## src/rtl/riscv_ctrl_pkg.sv

```systemverilog
// Shared encodings for the RV32I multicycle controller: FSM states, opcodes, mux selects.
// Pure definitions; no timing or flow control of its own.
// Imported by the interface, the ALU decoder and the controller top.
package riscv_ctrl_pkg;

    typedef enum logic [3:0] {
        FETCH, DECODE, MEMADR, MEMREAD, MEMWB, MEMWRITE,
        EXECR, EXECI, ALUWB, BEQ, JAL
    } state_t;

    localparam logic [6:0] OP_LOAD   = 7'b0000011;
    localparam logic [6:0] OP_STORE  = 7'b0100011;
    localparam logic [6:0] OP_RTYPE  = 7'b0110011;
    localparam logic [6:0] OP_ITYPE  = 7'b0010011;
    localparam logic [6:0] OP_BRANCH = 7'b1100011;
    localparam logic [6:0] OP_JAL    = 7'b1101111;

    localparam logic [2:0] ALU_ADD = 3'b000;
    localparam logic [2:0] ALU_SUB = 3'b001;
    localparam logic [2:0] ALU_AND = 3'b010;
    localparam logic [2:0] ALU_OR  = 3'b011;
    localparam logic [2:0] ALU_SLT = 3'b101;

    localparam logic [1:0] ALUOP_ADD   = 2'b00;
    localparam logic [1:0] ALUOP_SUB   = 2'b01;
    localparam logic [1:0] ALUOP_FUNCT = 2'b10;

    localparam logic [1:0] IMM_I = 2'b00;
    localparam logic [1:0] IMM_S = 2'b01;
    localparam logic [1:0] IMM_B = 2'b10;
    localparam logic [1:0] IMM_J = 2'b11;

    localparam logic [1:0] RES_ALUOUT    = 2'b00;
    localparam logic [1:0] RES_DATA      = 2'b01;
    localparam logic [1:0] RES_ALURESULT = 2'b10;

    localparam logic [1:0] SRCA_PC    = 2'b00;
    localparam logic [1:0] SRCA_OLDPC = 2'b01;
    localparam logic [1:0] SRCA_A     = 2'b10;

    localparam logic [1:0] SRCB_WDATA = 2'b00;
    localparam logic [1:0] SRCB_IMM   = 2'b01;
    localparam logic [1:0] SRCB_FOUR  = 2'b10;

    function automatic logic [1:0] imm_src(input logic [6:0] op);
        case (op)
            OP_STORE:  imm_src = IMM_S;
            OP_BRANCH: imm_src = IMM_B;
            OP_JAL:    imm_src = IMM_J;
            default:   imm_src = IMM_I;
        endcase
    endfunction

endpackage

```

## src/rtl/multicycle_controller_if.sv

```systemverilog
// Controller <-> datapath bundle: IR fields and status in, mux selects and enables out.
// No storage; memory flow control is the MemReq/MemReady pair.
// master = controller, slave = datapath/memory side.
interface multicycle_controller_if;
    logic [6:0] op;
    logic [2:0] funct3;
    logic       funct7b5;
    logic       Zero;
    logic       MemReady;
    logic       MemReq;
    logic       PCWrite;
    logic       AdrSrc;
    logic       MemWrite;
    logic       IRWrite;
    logic       RegWrite;
    logic [1:0] ResultSrc;
    logic [1:0] ALUSrcA;
    logic [1:0] ALUSrcB;
    logic [1:0] ImmSrc;
    logic [2:0] ALUControl;
    logic       IllegalInstr;

    modport master (
        input  op, funct3, funct7b5, Zero, MemReady,
        output MemReq, PCWrite, AdrSrc, MemWrite, IRWrite, RegWrite,
               ResultSrc, ALUSrcA, ALUSrcB, ImmSrc, ALUControl, IllegalInstr
    );

    modport slave (
        output op, funct3, funct7b5, Zero, MemReady,
        input  MemReq, PCWrite, AdrSrc, MemWrite, IRWrite, RegWrite,
               ResultSrc, ALUSrcA, ALUSrcB, ImmSrc, ALUControl, IllegalInstr
    );
endinterface

```

## src/rtl/alu_decoder.sv

```systemverilog
// Maps alu_op and funct fields to ALUControl; flags unsupported funct3 in funct mode.
// Purely combinational, zero latency.
// No flow control.
module alu_decoder
    import riscv_ctrl_pkg::*;
(
    input  logic       op5,
    input  logic [2:0] funct3,
    input  logic       funct7b5,
    input  logic [1:0] alu_op,
    output logic [2:0] alu_control,
    output logic       illegal
);

    always_comb begin
        alu_control = ALU_ADD;
        illegal     = 1'b0;
        case (alu_op)
            ALUOP_SUB: alu_control = ALU_SUB;
            ALUOP_FUNCT: begin
                case (funct3)
                    3'b000:  alu_control = (op5 & funct7b5) ? ALU_SUB : ALU_ADD;
                    3'b010:  alu_control = ALU_SLT;
                    3'b110:  alu_control = ALU_OR;
                    3'b111:  alu_control = ALU_AND;
                    default: illegal = 1'b1;
                endcase
            end
            default: alu_control = ALU_ADD;
        endcase
    end

endmodule

```

## src/rtl/multicycle_controller.sv

```systemverilog
// Sequencing FSM for the shared-memory RV32I multicycle datapath.
// One state per cycle: lw 5, sw/R/I/jal 4, beq 3 cycles plus memory wait cycles.
// FETCH/MEMREAD/MEMWRITE hold until MemReady (ignored when MEM_HANDSHAKE=0).
module multicycle_controller
    import riscv_ctrl_pkg::*;
#(
    parameter bit MEM_HANDSHAKE = 1'b1
) (
    input  logic                        clk,
    input  logic                        reset,
    multicycle_controller_if.master     bus
);

    state_t     state, next_state, cur;
    logic       ready;
    logic [1:0] alu_op;
    logic [2:0] alu_control;
    logic       alu_illegal;
    logic       mem_req, pc_write, mem_write, ir_write, reg_write, illegal;
    logic       adr_src;
    logic [1:0] result_src, src_a, src_b;

    assign ready = MEM_HANDSHAKE ? bus.MemReady : 1'b1;

    alu_decoder u_alu_decoder (
        .op5         (bus.op[5]),
        .funct3      (bus.funct3),
        .funct7b5    (bus.funct7b5),
        .alu_op      (alu_op),
        .alu_control (alu_control),
        .illegal     (alu_illegal)
    );

    always_ff @(posedge clk) begin
        if (reset) state <= FETCH;
        else       state <= next_state;
    end

    // While reset is high, selects decode as FETCH and every enable is forced low.
    always_comb begin
        cur        = reset ? FETCH : state;
        next_state = cur;
        mem_req    = 1'b0;
        pc_write   = 1'b0;
        mem_write  = 1'b0;
        ir_write   = 1'b0;
        reg_write  = 1'b0;
        illegal    = 1'b0;
        adr_src    = 1'b0;
        result_src = RES_ALUOUT;
        src_a      = SRCA_PC;
        src_b      = SRCB_WDATA;
        alu_op     = ALUOP_ADD;
        case (cur)
            FETCH: begin
                mem_req    = 1'b1;
                src_b      = SRCB_FOUR;
                result_src = RES_ALURESULT;
                ir_write   = ready;
                pc_write   = ready;
                if (ready) next_state = DECODE;
            end
            DECODE: begin
                src_a = SRCA_OLDPC;
                src_b = SRCB_IMM;
                case (bus.op)
                    OP_LOAD, OP_STORE: next_state = MEMADR;
                    OP_RTYPE:          next_state = EXECR;
                    OP_ITYPE:          next_state = EXECI;
                    OP_BRANCH:         next_state = BEQ;
                    OP_JAL:            next_state = JAL;
                    default: begin
                        next_state = FETCH;
                        illegal    = 1'b1;
                    end
                endcase
            end
            MEMADR: begin
                src_a      = SRCA_A;
                src_b      = SRCB_IMM;
                next_state = (bus.op == OP_STORE) ? MEMWRITE : MEMREAD;
            end
            MEMREAD: begin
                mem_req = 1'b1;
                adr_src = 1'b1;
                if (ready) next_state = MEMWB;
            end
            MEMWB: begin
                result_src = RES_DATA;
                reg_write  = 1'b1;
                next_state = FETCH;
            end
            MEMWRITE: begin
                mem_req   = 1'b1;
                adr_src   = 1'b1;
                mem_write = 1'b1;
                if (ready) next_state = FETCH;
            end
            EXECR, EXECI: begin
                src_a      = SRCA_A;
                src_b      = (cur == EXECI) ? SRCB_IMM : SRCB_WDATA;
                alu_op     = ALUOP_FUNCT;
                illegal    = alu_illegal;
                next_state = ALUWB;
            end
            ALUWB: begin
                reg_write  = 1'b1;
                next_state = FETCH;
            end
            BEQ: begin
                src_a      = SRCA_A;
                alu_op     = ALUOP_SUB;
                pc_write   = bus.Zero;
                next_state = FETCH;
            end
            JAL: begin
                src_a      = SRCA_OLDPC;
                src_b      = SRCB_FOUR;
                pc_write   = 1'b1;
                next_state = ALUWB;
            end
            default: next_state = FETCH;
        endcase
    end

    assign bus.MemReq       = mem_req   & ~reset;
    assign bus.PCWrite      = pc_write  & ~reset;
    assign bus.MemWrite     = mem_write & ~reset;
    assign bus.IRWrite      = ir_write  & ~reset;
    assign bus.RegWrite     = reg_write & ~reset;
    assign bus.IllegalInstr = illegal   & ~reset;
    assign bus.AdrSrc       = adr_src;
    assign bus.ResultSrc    = result_src;
    assign bus.ALUSrcA      = src_a;
    assign bus.ALUSrcB      = src_b;
    assign bus.ALUControl   = alu_control;
    assign bus.ImmSrc       = imm_src(bus.op);

endmodule

```

## src/flat_wrapper.sv

```systemverilog
// flat-port wrapper written by rule: the top's interface ports become plain ports
module multicycle_controller_flat import riscv_ctrl_pkg::*;
#(
    parameter bit MEM_HANDSHAKE = 1'b1
)
  (clk, reset, bus_op, bus_funct3, bus_funct7b5, bus_Zero, bus_MemReady, bus_MemReq, bus_PCWrite, bus_AdrSrc, bus_MemWrite, bus_IRWrite, bus_RegWrite, bus_ResultSrc, bus_ALUSrcA, bus_ALUSrcB, bus_ImmSrc, bus_ALUControl, bus_IllegalInstr);
  multicycle_controller_if bus_i ();
  input  logic clk;
  input  logic reset;
  input wire logic [$bits(bus_i.op)-1:0] bus_op;
  input wire logic [$bits(bus_i.funct3)-1:0] bus_funct3;
  input wire logic [$bits(bus_i.funct7b5)-1:0] bus_funct7b5;
  input wire logic [$bits(bus_i.Zero)-1:0] bus_Zero;
  input wire logic [$bits(bus_i.MemReady)-1:0] bus_MemReady;
  output wire logic [$bits(bus_i.MemReq)-1:0] bus_MemReq;
  output wire logic [$bits(bus_i.PCWrite)-1:0] bus_PCWrite;
  output wire logic [$bits(bus_i.AdrSrc)-1:0] bus_AdrSrc;
  output wire logic [$bits(bus_i.MemWrite)-1:0] bus_MemWrite;
  output wire logic [$bits(bus_i.IRWrite)-1:0] bus_IRWrite;
  output wire logic [$bits(bus_i.RegWrite)-1:0] bus_RegWrite;
  output wire logic [$bits(bus_i.ResultSrc)-1:0] bus_ResultSrc;
  output wire logic [$bits(bus_i.ALUSrcA)-1:0] bus_ALUSrcA;
  output wire logic [$bits(bus_i.ALUSrcB)-1:0] bus_ALUSrcB;
  output wire logic [$bits(bus_i.ImmSrc)-1:0] bus_ImmSrc;
  output wire logic [$bits(bus_i.ALUControl)-1:0] bus_ALUControl;
  output wire logic [$bits(bus_i.IllegalInstr)-1:0] bus_IllegalInstr;
  assign bus_i.op = bus_op;
  assign bus_i.funct3 = bus_funct3;
  assign bus_i.funct7b5 = bus_funct7b5;
  assign bus_i.Zero = bus_Zero;
  assign bus_i.MemReady = bus_MemReady;
  assign bus_MemReq = bus_i.MemReq;
  assign bus_PCWrite = bus_i.PCWrite;
  assign bus_AdrSrc = bus_i.AdrSrc;
  assign bus_MemWrite = bus_i.MemWrite;
  assign bus_IRWrite = bus_i.IRWrite;
  assign bus_RegWrite = bus_i.RegWrite;
  assign bus_ResultSrc = bus_i.ResultSrc;
  assign bus_ALUSrcA = bus_i.ALUSrcA;
  assign bus_ALUSrcB = bus_i.ALUSrcB;
  assign bus_ImmSrc = bus_i.ImmSrc;
  assign bus_ALUControl = bus_i.ALUControl;
  assign bus_IllegalInstr = bus_i.IllegalInstr;
  multicycle_controller #(.MEM_HANDSHAKE(MEM_HANDSHAKE)) u_core (.clk(clk), .reset(reset), .bus(bus_i));
endmodule
```

## config.mk

```make
export PLATFORM = sky130hd
export DESIGN_NAME = multicycle_controller_flat
export DESIGN_NICKNAME = d
export VERILOG_FILES = /design/src/rtl/riscv_ctrl_pkg.sv /design/src/rtl/multicycle_controller_if.sv /design/src/rtl/alu_decoder.sv /design/src/rtl/multicycle_controller.sv /design/src/flat_wrapper.sv
export SDC_FILE = /design/constraint.sdc
export NUM_CORES = 1
export LEC_CHECK = 0
export BUFFER_PORTS_ARGS = -buffer_cell sky130_fd_sc_hd__buf_2
export CAP_MARGIN = 20
export CORE_MARGIN = 2
export CORE_UTILIZATION = 48
export DETAILED_ROUTE_END_ITERATION = 7
export PLACE_DENSITY = 0.83
export SLEW_MARGIN = 25
export SYNTH_ARGS = -nofsm -noshare
export SYNTH_HDL_FRONTEND = slang
export SYNTH_SLANG_ARGS = --single-unit
```

## constraint.sdc

```tcl
create_clock -name clk -period 3 [get_ports clk]
set_input_delay 0.6 -clock clk [delete_from_list [all_inputs] [get_ports clk]]
set_output_delay 0.6 -clock clk [all_outputs]
set_load 0.02 [all_outputs]
```

* After elaboration in Yosys (flattened, before gate mapping)
Cells that the tools add are included.
** Cells by class
- Equal/unequal tests :: 21
- Reductions and logical operators :: 14
- Muxes and demuxes :: 26
- Bitwise gates (word level) :: 8
** Operators with widths (count)
- $pmux W4 S6 :: 1
- $pmux W4 S5 :: 1
- $eq A4 B3 Y1 const B :: 4
- $mux W4 :: 4
- $eq A7 B6 Y1 const B :: 2
- $eq A7 B7 Y1 const B :: 2
- $reduce_or A2 Y1 :: 7
- $eq A4 B4 Y1 const B :: 3
- $pmux W2 S2 :: 3
- $pmux W2 S3 :: 2
- $pmux W3 S4 :: 1
- $mux W1 :: 10
- $eq A4 B2 Y1 const B :: 2
- $reduce_or A4 Y1 :: 2
- $and A1 B1 Y1 :: 7
- $eq A7 B2 Y1 const B :: 1
- $eq A7 B5 Y1 const B :: 1
- $eq A3 B3 Y1 const B :: 2
- $pmux W3 S2 :: 1
- $reduce_or A3 Y1 :: 2
- $reduce_or A6 Y1 :: 1
- $eq A4 B1 Y1 const B :: 1
- $logic_not A4 Y1 :: 1
- $eq A3 B2 Y1 const B :: 1
- other kinds (7) :: 7
** Storage, ports and cells
- Input port bits :: 15
- Word-level logic and storage cells :: 70
- Output and inout bits :: 18
- Flip-flop bits (word level) :: 4

* Depth between registers and ports, before layout
- Word-level depth :: 8
- Mapped depth :: 6
- Gate-level depth less buffers :: 6

* By module
Synthesis repeated with hierarchy kept, for this count alone.
** Unflattened totals
- Cells, all modules :: 105
- Area, all modules :: 726.9 µm²
** By module, submodules not included
- multicycle_controller :: area each 614.3 µm², cells an instance 90, sequential area each 80.1 µm², times used 1
- alu_decoder :: area each 112.6 µm², cells an instance 15, sequential area each 0.0 µm², times used 1

* Worst setup path after synthesis
OpenSTA, ideal clock, no wires.
- Path type :: reg2out
- Start point :: register u_core.state[2]
- End point :: output port bus_ALUControl[2]
- Stages on the path, launching flop included :: 5
- Buffers on the path :: 0
- Slack :: 241 ps
- Data arrival time :: 2159 ps
- Required time :: 2400 ps
- Cells stage by stage :: dfxtp_1 or3b_1 or3b_4 ha_1 nor4_1
** Between the ends
- Word-level cells in the longest chain between the ends :: 6
- Elaborated cells on any way between the ends :: 9
- Those cells by class :: eq/ne (5); mux (3); reduce/logical (1)
** RTL lines
- start: declaration :: RTL line multicycle_controller.sv:14 : state_t state, next_state, cur;
- start signal: assignment :: RTL line multicycle_controller.sv:36 : else state <= next_state;
- $mux W4 * :: RTL line multicycle_controller.sv:41 : cur = reset ? FETCH : state;
- $eq A4 B3 Y1 :: RTL line multicycle_controller.sv:54 : case (cur)
- $reduce_or A2 Y1 :: RTL line multicycle_controller.sv:54
- $pmux W2 S2 * :: RTL line multicycle_controller.sv:54
- $eq A2 B2 Y1 / $eq A2 B1 Y1 (equally long branches) :: RTL line alu_decoder.sv:18 : case (alu_op)
- $pmux W3 S2 * :: RTL line alu_decoder.sv:18
- end: declaration :: RTL line flat_wrapper.sv:25 : output wire logic [$bits(bus_i.ALUControl)-1:0] bus_ALUControl;
Every way passes the cells marked *; elsewhere a longest branch is shown, timed or not.

* Worst setup path after layout
- Start point :: register u_core.state[1]
- End point :: output port bus_ALUControl[2]
Same word-level chain as after synthesis.

==> run summary <==
=================================================================================
Register with the most flip-flops                                    u_core.state
Number of register bits inferred by synthesis                                   4
Slew headroom                                                               69.7%
Cell area after technology mapping                                       681 um^2
Share of the clock period used by the worst path after layout               95.2%
Share of synthesized area occupied by flip-flops and latches                11.8%
Antenna violations before repair                                                0
Synth area leader                                                         dfxtp_1
CP Max Fanout                                                                  12
Die footprint                                                           1740 um^2
Actual transition at the worst max-transition pin                        0.454 ns
Clock Pin Slew Worst Setup and Hold Paths                                 0.04 ns
Hold crit path type                                                       reg2reg
Max FFs per register                                                            4
Commonest cells after routing, fill and taps aside                   32 x buf_2, 11 x nor2_1, 8 x a21oi_1
Buffer levels on the longest clock path                                         2
Post-CTS Hold Fix Bufs                                                          0
Post-route standard cell area excluding fillers                          867 um^2
Crit end category                                                      output pin
Post-route setup slack                                                   0.143 ns
Top flop regs                                                        u_core.state x4
Result of the run                                                    complete, no violations
Data arrival time of the critical path                                    2.26 ns
Cells after synthesis                                                         105
Pre-CTS WS                                                               0.431 ns
Number of global-route vias before repair                                     773
Final Hold Violating Endpoints                                                  0
Die outline width                                                         41.7 um
Gates resized, CTS repair                                                       0
Cell Count, Final, Fillers Out                                                150
Post-DR wirelength/cell                                                   13.1 um
All-layer global routing usage                                              24.4%
RSZ-0062 raised after global routing                                           no
Wire length of the first global-routing pass                              3370 um
Worst r2r dst                                                        u_core.state[0]
TritonCTS clock tree                                                         done
Yosys cell types                                                               40
Clock Skews                                                            0.00184 ns
Clock latency at the later pin of the worst-skew pair                     0.24 ns
Proportion of layout cells with a drive suffix above 1                      31.9%
Worst-case hold path end point                                       u_core.state[3]
Initial cell density of the core                                            51.7%
Worst-case reg-to-reg path depth                                                4
Net count after synthesis                                                     122
Core footprint                                                          1320 um^2
# diodes                                                                        0
Synthesized area per cell                                               6.48 um^2
TNS Setup                                                                    0 ns
Start of the worst register-to-register path                         u_core.state[3]
Detailed placer's ending HPWL                                             1530 um
Fin. max-slew vios                                                              0
Critical Path Start Type                                                     flop
Crit path time final                                                      2.86 ns
Overall die height                                                        41.7 um
Num rows                                                                       13
GRT Residual Overflow                                                           0
Power density cells                                                   227 nW/um^2
Final estimated routing congestion in global placement                      0.842
Number of buffers added by the clock tree synthesis step                        3
Net count of the finished layout                                              154
Number of clock sinks seen by CTS                                               4
Vias post-DR                                                                  903
Worst reg-to-reg setup slack                                              1.30 ns
Placed Instance Area                                                     845 um^2
Crit Path Class                                                           reg2out
Maximum ir drop on the vdd rail                                        0.000121 V
Hold Crit Start                                                      u_core.state[2]
Area growth from synthesis to final layout                                  27.4%
# Max-Cap Violations                                                            0
H-tree depth                                                                    1
Remaining design rule violation count                                           0
Placed instance count                                                         147
Portion of synthesized cell area occupied by the leading cell type          11.8%
I/O Buffers                                                                    32
Final number of setup-violating endpoints                                       0
Yosys warns                                                                     0
Maximum number of pins on one net before global-route repair                   17
Buffer type at the clock tree root                                       clkbuf_4
Post-layout util                                                            65.8%
IO Pins                                                                        33
Most common cell after layout, fill and taps aside                          buf_2
Count of TritonRoute iterations in the first routing pass                       4
Detail-routed via count per cell                                             6.02
Req. time, crit path                                                      2.40 ns
Hold Crit Depth                                                                 2
Synth top area cells                                                 dfxtp_1 12%, nor2_1 6.1%, a21oi_1 5.9%
Highest Clock Rate                                                        350 MHz
Antenna violation net count after detailed routing                              0
Number of setup buffers added after CTS                                         0
Total length of routed wires                                              1970 um
Drt first-iter violations                                                      30
Leak pwr                                                              0.000397 uW
=================================================================================
==> metal layers <==
| metal | up-vias | GRT usage (%) | part of all wire [%] |
|---|---|---|---|
| met5 | - | 0 | 0 |
| met4 | 0 | 7.74 | 0.20 |
| met3 | 2 | 7.83 | 7.4 |
| met2 | 37 | 39.4 | 49 |
| met1 | 411 | 30.5 | 43 |
| li1 | 453 | - | - |
==> synth_stat cells <==
cell type / count
ha_1: 2
nor3b_1: 1
inv_1: 4
or3b_4: 1
a41o_1: 1
o21bai_1: 1
nand3_1: 4
o22a_1: 1
o21ai_0: 5
nand2b_1: 5
a221oi_1: 1
or3b_1: 1
a311oi_1: 1
buf_2: 3
a21o_1: 1
or3_1: 4
nor2_2: 1
a31o_2: 2
o32ai_1: 1
inv_2: 1
nand2_1: 6
and2_1: 1
nor2b_1: 5
dfxtp_1: 4
nand4b_1: 1
a31oi_1: 1
or2_0: 1
o2111ai_1: 1
nor3_2: 1
nand4_1: 2
nor4_1: 4
nor2_1: 11
o311ai_0: 1
and3_1: 4
clkbuf_1: 4
nor3_1: 4
a21oi_1: 8
xnor2_1: 2
a22oi_1: 2
and3b_1: 1
==> where the power goes <==
part	internal, uW	leakage, uW	switching (uW)	total [uW]
Clock	45.0	0.0000138	25.5	70.5
Combinational	27.2	0.000350	42.9	70.0
Sequential	54.7	0.0000325	1.30	56.0
==> worst max-delay path, stage by stage, from the launching register on <==
cell and delay (ns):
dfxtp_1 0.41, or3b_1 0.44, or3b_4 0.42, ha_1 0.31
nor4_1 0.23, buf_2 0.21
==> per-stage QoR <==
| step | hold slack [ns] | total power, uW |
|---|---|---|
| detailed placement | 0.685 | 126 |
| global placement | 0.654 | 124 |
| global route | 0.730 | 211 |
| finish | 0.683 | 196 |
| CTS | 0.684 | 196 |
| floorplan | 0.526 | 99.1 |
==> area by class of cell <==
class | instances | area (um^2)
Sequential cell | 4 | 80.1
Timing Repair Buffer | 34 | 175
Multi-Input combinational cell | 89 | 552
Tap cell | 15 | 18.8
Inverter | 5 | 18.8
Clock buffer | 3 | 22.5
Fill cell | 140 | 450
==> worst max-delay path by stage <==
stage / from / end / slack [ns] / depth (start not counted)
final: u_core.state[1] / bus_ALUControl[2] / 0.14 / 5
after detailed placement: u_core.state[1] / bus_ALUControl[2] / 0.43 / 5
after floorplan: u_core.state[2] / bus_ALUControl[2] / 0.24 / 4
after global routing: u_core.state[1] / bus_ALUControl[2] / 0.006 / 5
after CTS: u_core.state[1] / bus_ALUControl[2] / 0.16 / 5
after global placement: u_core.state[1] / bus_ALUControl[2] / 0.46 / 5
==> cell families after synthesis <==
group | Yosys count | synth area share, %
compound gates | 27 | 26.7
xor+xnor | 2 | 2.57
fa+ha+maj | 2 | 3.68
buf+inv | 12 | 7.17
flops | 4 | 11.8
simple gates | 58 | 48.2
Power figures use the tool's default switching activity.
